[src/rtl/ps2_pkg.sv]
// Shared constants and types for the PS/2 keyboard receiver.
//   PS2_EXT / PS2_BRK : Set-2 extended and break prefix bytes
//   KEY_*             : Set-2 codes of the keys this block decodes
//   frame_state_e     : device-to-host frame receiver states
package ps2_pkg;

    localparam logic [7:0] PS2_EXT   = 8'hE0;
    localparam logic [7:0] PS2_BRK   = 8'hF0;
    localparam logic [7:0] KEY_UP    = 8'h75;
    localparam logic [7:0] KEY_DOWN  = 8'h72;
    localparam logic [7:0] KEY_LEFT  = 8'h6B;
    localparam logic [7:0] KEY_RIGHT = 8'h74;
    localparam logic [7:0] KEY_SPACE = 8'h29;

    typedef enum logic [1:0] {
        ST_IDLE   = 2'd0,
        ST_DATA   = 2'd1,
        ST_PARITY = 2'd2,
        ST_STOP   = 2'd3
    } frame_state_e;

endpackage

[src/rtl/ps2_frame_rx.sv]
// PS/2 device-to-host frame receiver: synchronises and glitch-filters the
// pins, samples data on each filtered clock fall and checks start, odd
// parity and stop. A stalled partial frame is aborted after a timeout.
//   clk, reset   : system clock, asynchronous active-high reset
//   ps2_clk/data : raw PS/2 pins
//   rx_byte      : last good data byte
//   byte_valid   : one-cycle strobe, rx_byte is new
//   byte_err     : one-cycle strobe, frame rejected (parity, stop or timeout)
//   byte_timeout : qualifies byte_err as a timeout abort
module ps2_frame_rx
    import ps2_pkg::*;
#(
    parameter int unsigned FILTER_LEN     = 8,
    parameter int unsigned TIMEOUT_CYCLES = 100000
) (
    input  logic       clk,
    input  logic       reset,
    input  logic       ps2_clk,
    input  logic       ps2_data,
    output logic [7:0] rx_byte,
    output logic       byte_valid,
    output logic       byte_err,
    output logic       byte_timeout
);

    localparam int unsigned FILT_W = (FILTER_LEN > 1) ? $clog2(FILTER_LEN) : 1;
    localparam int unsigned TO_W   = (TIMEOUT_CYCLES > 1) ? $clog2(TIMEOUT_CYCLES) : 1;

    logic              clk_meta_q, clk_sync_q, data_meta_q, data_sync_q;
    logic              filt_q, filt_d;
    logic [FILT_W-1:0] filt_cnt_q, filt_cnt_d;
    logic              fall_c;
    frame_state_e      state_q, state_d;
    logic [2:0]        bit_cnt_q, bit_cnt_d;
    logic [7:0]        shift_q, shift_d;
    logic              par_ok_q, par_ok_d;
    logic [7:0]        byte_q, byte_d;
    logic              valid_q, valid_d, err_q, err_d, tmo_q, tmo_d;
    logic [TO_W-1:0]   to_cnt_q, to_cnt_d;

    // Two-flop synchronisers; idle bus level is high.
    always_ff @(posedge clk or posedge reset) begin
        if (reset) begin
            clk_meta_q  <= 1'b1;
            clk_sync_q  <= 1'b1;
            data_meta_q <= 1'b1;
            data_sync_q <= 1'b1;
        end else begin
            clk_meta_q  <= ps2_clk;
            clk_sync_q  <= clk_meta_q;
            data_meta_q <= ps2_data;
            data_sync_q <= data_meta_q;
        end
    end

    // Glitch filter: level flips after FILTER_LEN consecutive differing samples.
    always_comb begin
        filt_d     = filt_q;
        filt_cnt_d = '0;
        fall_c     = 1'b0;
        if (clk_sync_q != filt_q) begin
            if (filt_cnt_q == FILT_W'(FILTER_LEN - 1)) begin
                filt_d = clk_sync_q;
                fall_c = filt_q;
            end else begin
                filt_cnt_d = filt_cnt_q + FILT_W'(1);
            end
        end
    end

    // Frame FSM next-state, checks and timeout.
    always_comb begin
        state_d   = state_q;
        bit_cnt_d = bit_cnt_q;
        shift_d   = shift_q;
        par_ok_d  = par_ok_q;
        byte_d    = byte_q;
        valid_d   = 1'b0;
        err_d     = 1'b0;
        tmo_d     = 1'b0;
        to_cnt_d  = (state_q == ST_IDLE) ? '0 : to_cnt_q + TO_W'(1);

        if (fall_c) begin
            to_cnt_d = '0;
            case (state_q)
                ST_IDLE: begin
                    if (!data_sync_q) begin
                        state_d   = ST_DATA;
                        bit_cnt_d = '0;
                    end
                end
                ST_DATA: begin
                    shift_d   = {data_sync_q, shift_q[7:1]};
                    bit_cnt_d = bit_cnt_q + 3'd1;
                    if (bit_cnt_q == 3'd7) begin
                        state_d = ST_PARITY;
                    end
                end
                ST_PARITY: begin
                    par_ok_d = ^{shift_q, data_sync_q};
                    state_d  = ST_STOP;
                end
                ST_STOP: begin
                    if (par_ok_q && data_sync_q) begin
                        valid_d = 1'b1;
                        byte_d  = shift_q;
                    end else begin
                        err_d = 1'b1;
                    end
                    state_d = ST_IDLE;
                end
                default: state_d = ST_IDLE;
            endcase
        end else if (state_q != ST_IDLE && to_cnt_q == TO_W'(TIMEOUT_CYCLES - 1)) begin
            state_d = ST_IDLE;
            err_d   = 1'b1;
            tmo_d   = 1'b1;
        end
    end

    // State register.
    always_ff @(posedge clk or posedge reset) begin
        if (reset) begin
            filt_q     <= 1'b1;
            filt_cnt_q <= '0;
            state_q    <= ST_IDLE;
            bit_cnt_q  <= '0;
            shift_q    <= '0;
            par_ok_q   <= 1'b0;
            byte_q     <= '0;
            valid_q    <= 1'b0;
            err_q      <= 1'b0;
            tmo_q      <= 1'b0;
            to_cnt_q   <= '0;
        end else begin
            filt_q     <= filt_d;
            filt_cnt_q <= filt_cnt_d;
            state_q    <= state_d;
            bit_cnt_q  <= bit_cnt_d;
            shift_q    <= shift_d;
            par_ok_q   <= par_ok_d;
            byte_q     <= byte_d;
            valid_q    <= valid_d;
            err_q      <= err_d;
            tmo_q      <= tmo_d;
            to_cnt_q   <= to_cnt_d;
        end
    end

    assign rx_byte      = byte_q;
    assign byte_valid   = valid_q;
    assign byte_err     = err_q;
    assign byte_timeout = tmo_q;

endmodule

[src/rtl/ps2_keyboard_rx.sv]
// PS/2 keyboard receiver: decodes Set-2 scan codes into held levels for the
// arrow keys and space, plus a flap strobe on a fresh space press.
//   clk, reset          : system clock, asynchronous active-high reset
//   ps2_clk, ps2_data   : raw PS/2 pins
//   scan_code/scan_valid: last accepted byte and its one-cycle strobe
//   frame_err           : one-cycle strobe on a rejected or timed-out frame
//   key_*               : held key levels
//   flap_pulse          : one-cycle strobe on a space make while space was up
module ps2_keyboard_rx
    import ps2_pkg::*;
#(
    parameter int unsigned FILTER_LEN     = 8,
    parameter int unsigned TIMEOUT_CYCLES = 100000
) (
    input  logic       clk,
    input  logic       reset,
    input  logic       ps2_clk,
    input  logic       ps2_data,
    output logic [7:0] scan_code,
    output logic       scan_valid,
    output logic       frame_err,
    output logic       key_up,
    output logic       key_down,
    output logic       key_left,
    output logic       key_right,
    output logic       key_space,
    output logic       flap_pulse
);

    logic [7:0] rx_byte;
    logic       byte_valid, byte_err, byte_timeout;

    logic [7:0] scan_code_q, scan_code_d;
    logic       scan_valid_q, scan_valid_d, frame_err_q, frame_err_d;
    logic       ext_q, ext_d, brk_q, brk_d;
    logic       up_q, up_d, down_q, down_d, left_q, left_d, right_q, right_d;
    logic       space_q, space_d, flap_q, flap_d;

    ps2_frame_rx #(
        .FILTER_LEN     (FILTER_LEN),
        .TIMEOUT_CYCLES (TIMEOUT_CYCLES)
    ) u_frame_rx (
        .clk          (clk),
        .reset        (reset),
        .ps2_clk      (ps2_clk),
        .ps2_data     (ps2_data),
        .rx_byte      (rx_byte),
        .byte_valid   (byte_valid),
        .byte_err     (byte_err),
        .byte_timeout (byte_timeout)
    );

    // Prefix tracking and key table.
    always_comb begin
        scan_code_d  = scan_code_q;
        scan_valid_d = 1'b0;
        frame_err_d  = 1'b0;
        flap_d       = 1'b0;
        ext_d        = ext_q;
        brk_d        = brk_q;
        up_d         = up_q;
        down_d       = down_q;
        left_d       = left_q;
        right_d      = right_q;
        space_d      = space_q;

        if (byte_valid) begin
            scan_valid_d = 1'b1;
            scan_code_d  = rx_byte;
            if (rx_byte == PS2_EXT) begin
                ext_d = 1'b1;
            end else if (rx_byte == PS2_BRK) begin
                brk_d = 1'b1;
            end else begin
                if (ext_q) begin
                    case (rx_byte)
                        KEY_UP:    up_d    = ~brk_q;
                        KEY_DOWN:  down_d  = ~brk_q;
                        KEY_LEFT:  left_d  = ~brk_q;
                        KEY_RIGHT: right_d = ~brk_q;
                        default:   ;
                    endcase
                end else if (rx_byte == KEY_SPACE) begin
                    space_d = ~brk_q;
                    // Typematic repeats arrive with space already held.
                    flap_d  = ~brk_q & ~space_q;
                end
                ext_d = 1'b0;
                brk_d = 1'b0;
            end
        end

        if (byte_err) begin
            frame_err_d = 1'b1;
            if (byte_timeout) begin
                ext_d = 1'b0;
                brk_d = 1'b0;
            end
        end
    end

    always_ff @(posedge clk or posedge reset) begin
        if (reset) begin
            scan_code_q  <= '0;
            scan_valid_q <= 1'b0;
            frame_err_q  <= 1'b0;
            ext_q        <= 1'b0;
            brk_q        <= 1'b0;
            up_q         <= 1'b0;
            down_q       <= 1'b0;
            left_q       <= 1'b0;
            right_q      <= 1'b0;
            space_q      <= 1'b0;
            flap_q       <= 1'b0;
        end else begin
            scan_code_q  <= scan_code_d;
            scan_valid_q <= scan_valid_d;
            frame_err_q  <= frame_err_d;
            ext_q        <= ext_d;
            brk_q        <= brk_d;
            up_q         <= up_d;
            down_q       <= down_d;
            left_q       <= left_d;
            right_q      <= right_d;
            space_q      <= space_d;
            flap_q       <= flap_d;
        end
    end

    assign scan_code  = scan_code_q;
    assign scan_valid = scan_valid_q;
    assign frame_err  = frame_err_q;
    assign key_up     = up_q;
    assign key_down   = down_q;
    assign key_left   = left_q;
    assign key_right  = right_q;
    assign key_space  = space_q;
    assign flap_pulse = flap_q;

endmodule
[config.mk]
export PLATFORM = sky130hd
export DESIGN_NAME = ps2_keyboard_rx
export DESIGN_NICKNAME = d
export VERILOG_FILES = /design/src/rtl/ps2_pkg.sv /design/src/rtl/ps2_frame_rx.sv /design/src/rtl/ps2_keyboard_rx.sv
export SDC_FILE = /design/constraint.sdc
export NUM_CORES = 1
export LEC_CHECK = 0
export ABC_AREA = 1
export BUFFER_PORTS_ARGS = -buffer_cell sky130_fd_sc_hd__buf_2
export CELL_PAD_IN_SITES_DETAIL_PLACEMENT = 0
export CELL_PAD_IN_SITES_GLOBAL_PLACEMENT = 1
export CORE_UTILIZATION = 51
export CTS_BUF_LIST = sky130_fd_sc_hd__clkbuf_4 sky130_fd_sc_hd__clkbuf_8
export DETAILED_ROUTE_END_ITERATION = 6
export GPL_ROUTABILITY_DRIVEN = 0
export HOLD_SLACK_MARGIN = 0.12
export PLACE_DENSITY = 0.87
export SLEW_MARGIN = 5
export SYNTH_ARGS = -nofsm -noshare
export SYNTH_HDL_FRONTEND = slang
export SYNTH_SLANG_ARGS = --single-unit
[constraint.sdc]
create_clock -name clk -period 5.5 [get_ports clk]
set_input_delay 1.1 -clock clk [delete_from_list [all_inputs] [get_ports clk]]
set_output_delay 1.1 -clock clk [all_outputs]
set_load 0.02 [all_outputs]
Yosys cells after proc, flatten, opt, wreduce, memory -nomap -nowiden
Index checks and enable logic that the tools add are counted.

word-level totals
  output and inout bits = 16
  flip-flop bits (word level) = 68
  logic and storage cells = 108
  input bits = 4

cells by class
  bitwise gates (word level) = 6
  mux-type cells = 38
  reductions and logical operators = 18
  add/subtract/negate cells = 3
  eq/ne operators = 17

operators by type and width
  cell                   number
  $mux 17                2
  $eq 8x7->1 const B     4
  $mux 1                 27
  $reduce_and 5->1       5
  $add 17x1->17 const B  1
  $eq 17x17->1 const B   1
  $eq 8x8->1 const B     2
  $mux 3                 3
  $reduce_and 3->1       3
  $reduce_xor 9->1       1
  $eq 8x6->1 const B     1
  $mux 2                 4
  $pmux 2 s4             1
  $add 3x1->3 const B    2
  $eq 3x3->1 const B     2
  $ne 3x3->1 const B     2
  $pmux 3 s2             1
  $reduce_and 2->1       3
  $reduce_bool 2->1      3
  $not 1->1              5
  $eq 2x2->1 const B     2
  $eq 2x1->1 const B     1
  $logic_and 1x1->1      2
  $logic_not 2->1        1
  other kinds (3)        3

Longest topological paths before layout
  word-level depth = 7
  gate-level depth with buffers = 11
  depth with buffers taken out = 11

Hierarchy
From an unflattened synthesis, not the netlist that was laid out.

unflattened totals
  cell total of the unflattened synthesis = 404
  area total of the unflattened synthesis = 3,352.0 um^2

by module, submodules not included
  module           instances  cells each  area an instance (um^2)
  ps2_frame_rx     1          298         2,457.4
  ps2_keyboard_rx  1          106         894.6

Least setup slack after synthesis
OpenSTA, ideal clock, no wires.

  kind = register to output
  start = reg space_q (netlist: key_space)
  end = out key_space
  arrival time = 0.437 ns
  slack = 3.963 ns
  buffers on the path = 0
  cell stages (with the launch flop) = 1
  path through = dfrtp_1

RTL lines
  what                      RTL line                RTL
  start: declaration        ps2_keyboard_rx.sv:37   logic space_q, space_d, flap_q, flap_d;
  start signal: assignment  ps2_keyboard_rx.sv:125  space_q <= space_d;
  end: declaration          ps2_keyboard_rx.sv:26   output logic key_space,

No word-level cell between the ends.

Worst setup path after layout
  start = reg scan_code_q[1] (netlist: scan_code[1])
  end = out scan_code[1]

RTL lines
  what                      RTL line                RTL
  start: declaration        ps2_keyboard_rx.sv:33   logic [7:0] scan_code_q, scan_code_d;
  start signal: assignment  ps2_keyboard_rx.sv:116  scan_code_q <= scan_code_d;
  end: declaration          ps2_keyboard_rx.sv:19   output logic [7:0] scan_code,

No word-level cell between the ends.

==> results.cfg <==
[logic_synthesis]
ys_ff_latch = 68
ys.flop_type = dfrtp_1
syn_avg_cell_area_um2 = 8.64
ys_warn_count = 0
async_reset_ff_share_pct = 100
synth_cells = 371
synth-edff-count = 0
synth_area_mm2 = 0.00321
synth_cell_types = 40
yosysSeqAreaShare_pct = 53.3
synthesis.nets = 384

[layout]
final_common_cell = nand2_1
layout_common_cells = nand2_1 (97), dfrtp_1 (63), inv_1 (55)
layout.nets = 410
drive_above_1_share_pct = 16.2
antennaDiodeCount = 0
utilization_pct = 59.7
synthToLayoutAreaGrowth_pct = 11.6

[worst_setup_path]
cpLargestDelayFamily = flip-flops
critPathLaunchType = register
cpPeakStageDelay_ps = 390
path_cells = buf_2
critPathKind = register to output port
required_ps = 4400
cp.arrival_ps = 890
cp_max_fo = 2
endpoint_kind = output port
crit_buf_inv = 1
cp_slowest_cell = dfrtp_1

[drt]
drtPass1Iterations = 4
viasPerCell = 4.80
dr_total_vias = 2289
drc_errors = 0
drt-total-wl_um = 5370
ant_nets = 0
dr.first_iter.drc_count = 106
wl_per_cell_um = 11.3

[global_route]
grt_pass1_wl_um = 9760
grt_max_degree = 54
grt_pass1_vias = 2210
grt_usage_pct = 19.6
grt_overflow_total = 0
antenna_found_initial = 0

[clock_network]
cts.sinks = 68
hold_buffers = 0
cts_tree = done
postCtsSetupRepairBufs = 0
cts_resized = 0
clock-root-buffer = clkbuf_8
cts_max_level = 3
numCtsBuffers = 9
clockBufferDepth = 2
worstSkewPairLatency_ps = 340
clkSlewWorstSetupHoldPaths_ps = 80

[floorplan]
rows = 28
start_util_pct = 53.5
dieHeight_um = 81.3
die_w_um = 81.3
core_area_mm2 = 0.00599
pin_count = 20
die-area_mm2 = 0.00661

[outcome]
status = complete, no violations

[sta]
setup_violations = 0
relSlewSlack_pct = 57.9
fmax_ghz = 0.504
hold_violations = 0
rsz0062_at_grt = no
finalMaxSlewViolations = 0
worstMarginPinSlew_ps = 631
timing.final.ws_setup_ps = 3510
fin_crit_ps = 1990
fin_tns_setup_ps = 0
worst_clock_skew_ps = 10.2
finalCritPeriodShare_pct = 36.1

[power]
power.switching_mw = 0.215
p_seq_share_pct = 52.8
switching_share_pct = 21.7
leakagePower_nw = 1.87
comb_power_share_pct = 3.8
clock_power_share_pct = 43.4
ir_drop_uv = 143
cellPowerDensity_mw_per_mm2 = 276
p_int_mw = 0.775

[flow_run]
maxCapViolations = 0

[placement]
dpl_worst_slack_ps = 3400
io_buffers = 19
dp_hpwl_um = 3870

[worst_hold_path]
hp-class = register to register
-- metrics by stage --
step | cell area, µm² | power (mW) | std cells | hold WS (ps)
6_report | 3580 | 0.989 | 477 | 357
2_1_floorplan | 3210 | 0.561 | 371 | 345
3_3_place_gp | 3370 | 0.569 | 461 | 346
4_1_cts | 3580 | 0.999 | 477 | 357
3_5_place_dp | 3370 | 0.572 | 461 | 347
5_1_grt | 3580 | 1.03 | 477 | 366
-- sequential cells by signal, summed over array words and instances (netlist names), 2 cells and up --
name                   cells
u_frame_rx.filt_cnt_q      3
u_frame_rx.to_cnt_q       17
scan_code                  8
u_frame_rx.shift_q         8
u_frame_rx.bit_cnt_q       3
u_frame_rx.state_q         2
u_frame_rx.rx_byte         8
-- cell usage after synthesis (all sizes together) (3+ instances only) --
library cell	n	share of area, %
nor3	5	1.1
a21oi	12	2.0
inv	58	6.9
ha	9	3.5
dfrtp	63	49
buf	3	0.86
dfstp	5	4.1
o21ai	37	5.9
xnor2	3	0.82
nand3	19	3.4
nand4	3	0.59
nor2	36	5.3
nand2	104	13
-- cell type report --
class	count	area, µm²
multi-input combinational	240	1240
clock inverter	3	45.0
inverter	58	220
clock buffer	13	166
tap	75	93.8
fill	505	2410
sequential	68	1710
timing repair buffer	20	103
-- layer usage --
metal	vias to the layer above	track usage (%)	part of all wire [%]	wire, µm
met1	1022	27.0	52	2770
met3	11	3.48	3.4	181
met4	0	10.7	1.8	95
met2	38	29.2	43	2320
li1	1218	-	-	-
met5	-	0	0	0
-- path summary, 6_finish.rpt --
path | from | to | slack [ps] | cells past startpoint
setup / recovery | scan_code[1]$_DFFE_PP0P_ | scan_code[1] | 3510 | 1
hold / removal | u_frame_rx.clk_meta_q$_DFF_PP1_ | u_frame_rx.clk_sync_q$_DFF_PP1_ | 360 | 0
setup reg to reg | u_frame_rx.filt_cnt_q[0]$_DFF_PP0_ | u_frame_rx.to_cnt_q[10]$_DFF_PP0_ | 3680 | 8
hold reg to reg | u_frame_rx.clk_meta_q$_DFF_PP1_ | u_frame_rx.clk_sync_q$_DFF_PP1_ | 360 | 0
max in group asynchronous | reset | u_frame_rx.rx_byte[5]$_DFFE_PP0P_ | 3860 | 3
min in group asynchronous | reset | flap_pulse$_DFF_PP0_ | 710 | 2
-- power by group through the flow --
stage	sequential (mW)	clock (mW)	combinational, mW
after global routing	0.524	0.457	0.0454
after CTS	0.523	0.437	0.0396
final	0.522	0.429	0.0374
after global placement	0.532	0	0.0376
after floorplan	0.531	0	0.0303
after detailed placement	0.532	0	0.0395
-- kinds of logic after synthesis --
kind of cell | synth area share, %
AOI/OAI and AO/OA | 9.33
xor gates and xnor gates | 1.09
adders and majority gates | 3.51
buffers and inverters | 8.00
DFF | 53.3
muxes | 0.351
and+or+nand+nor | 24.5
Power figures use the tool's default switching activity.
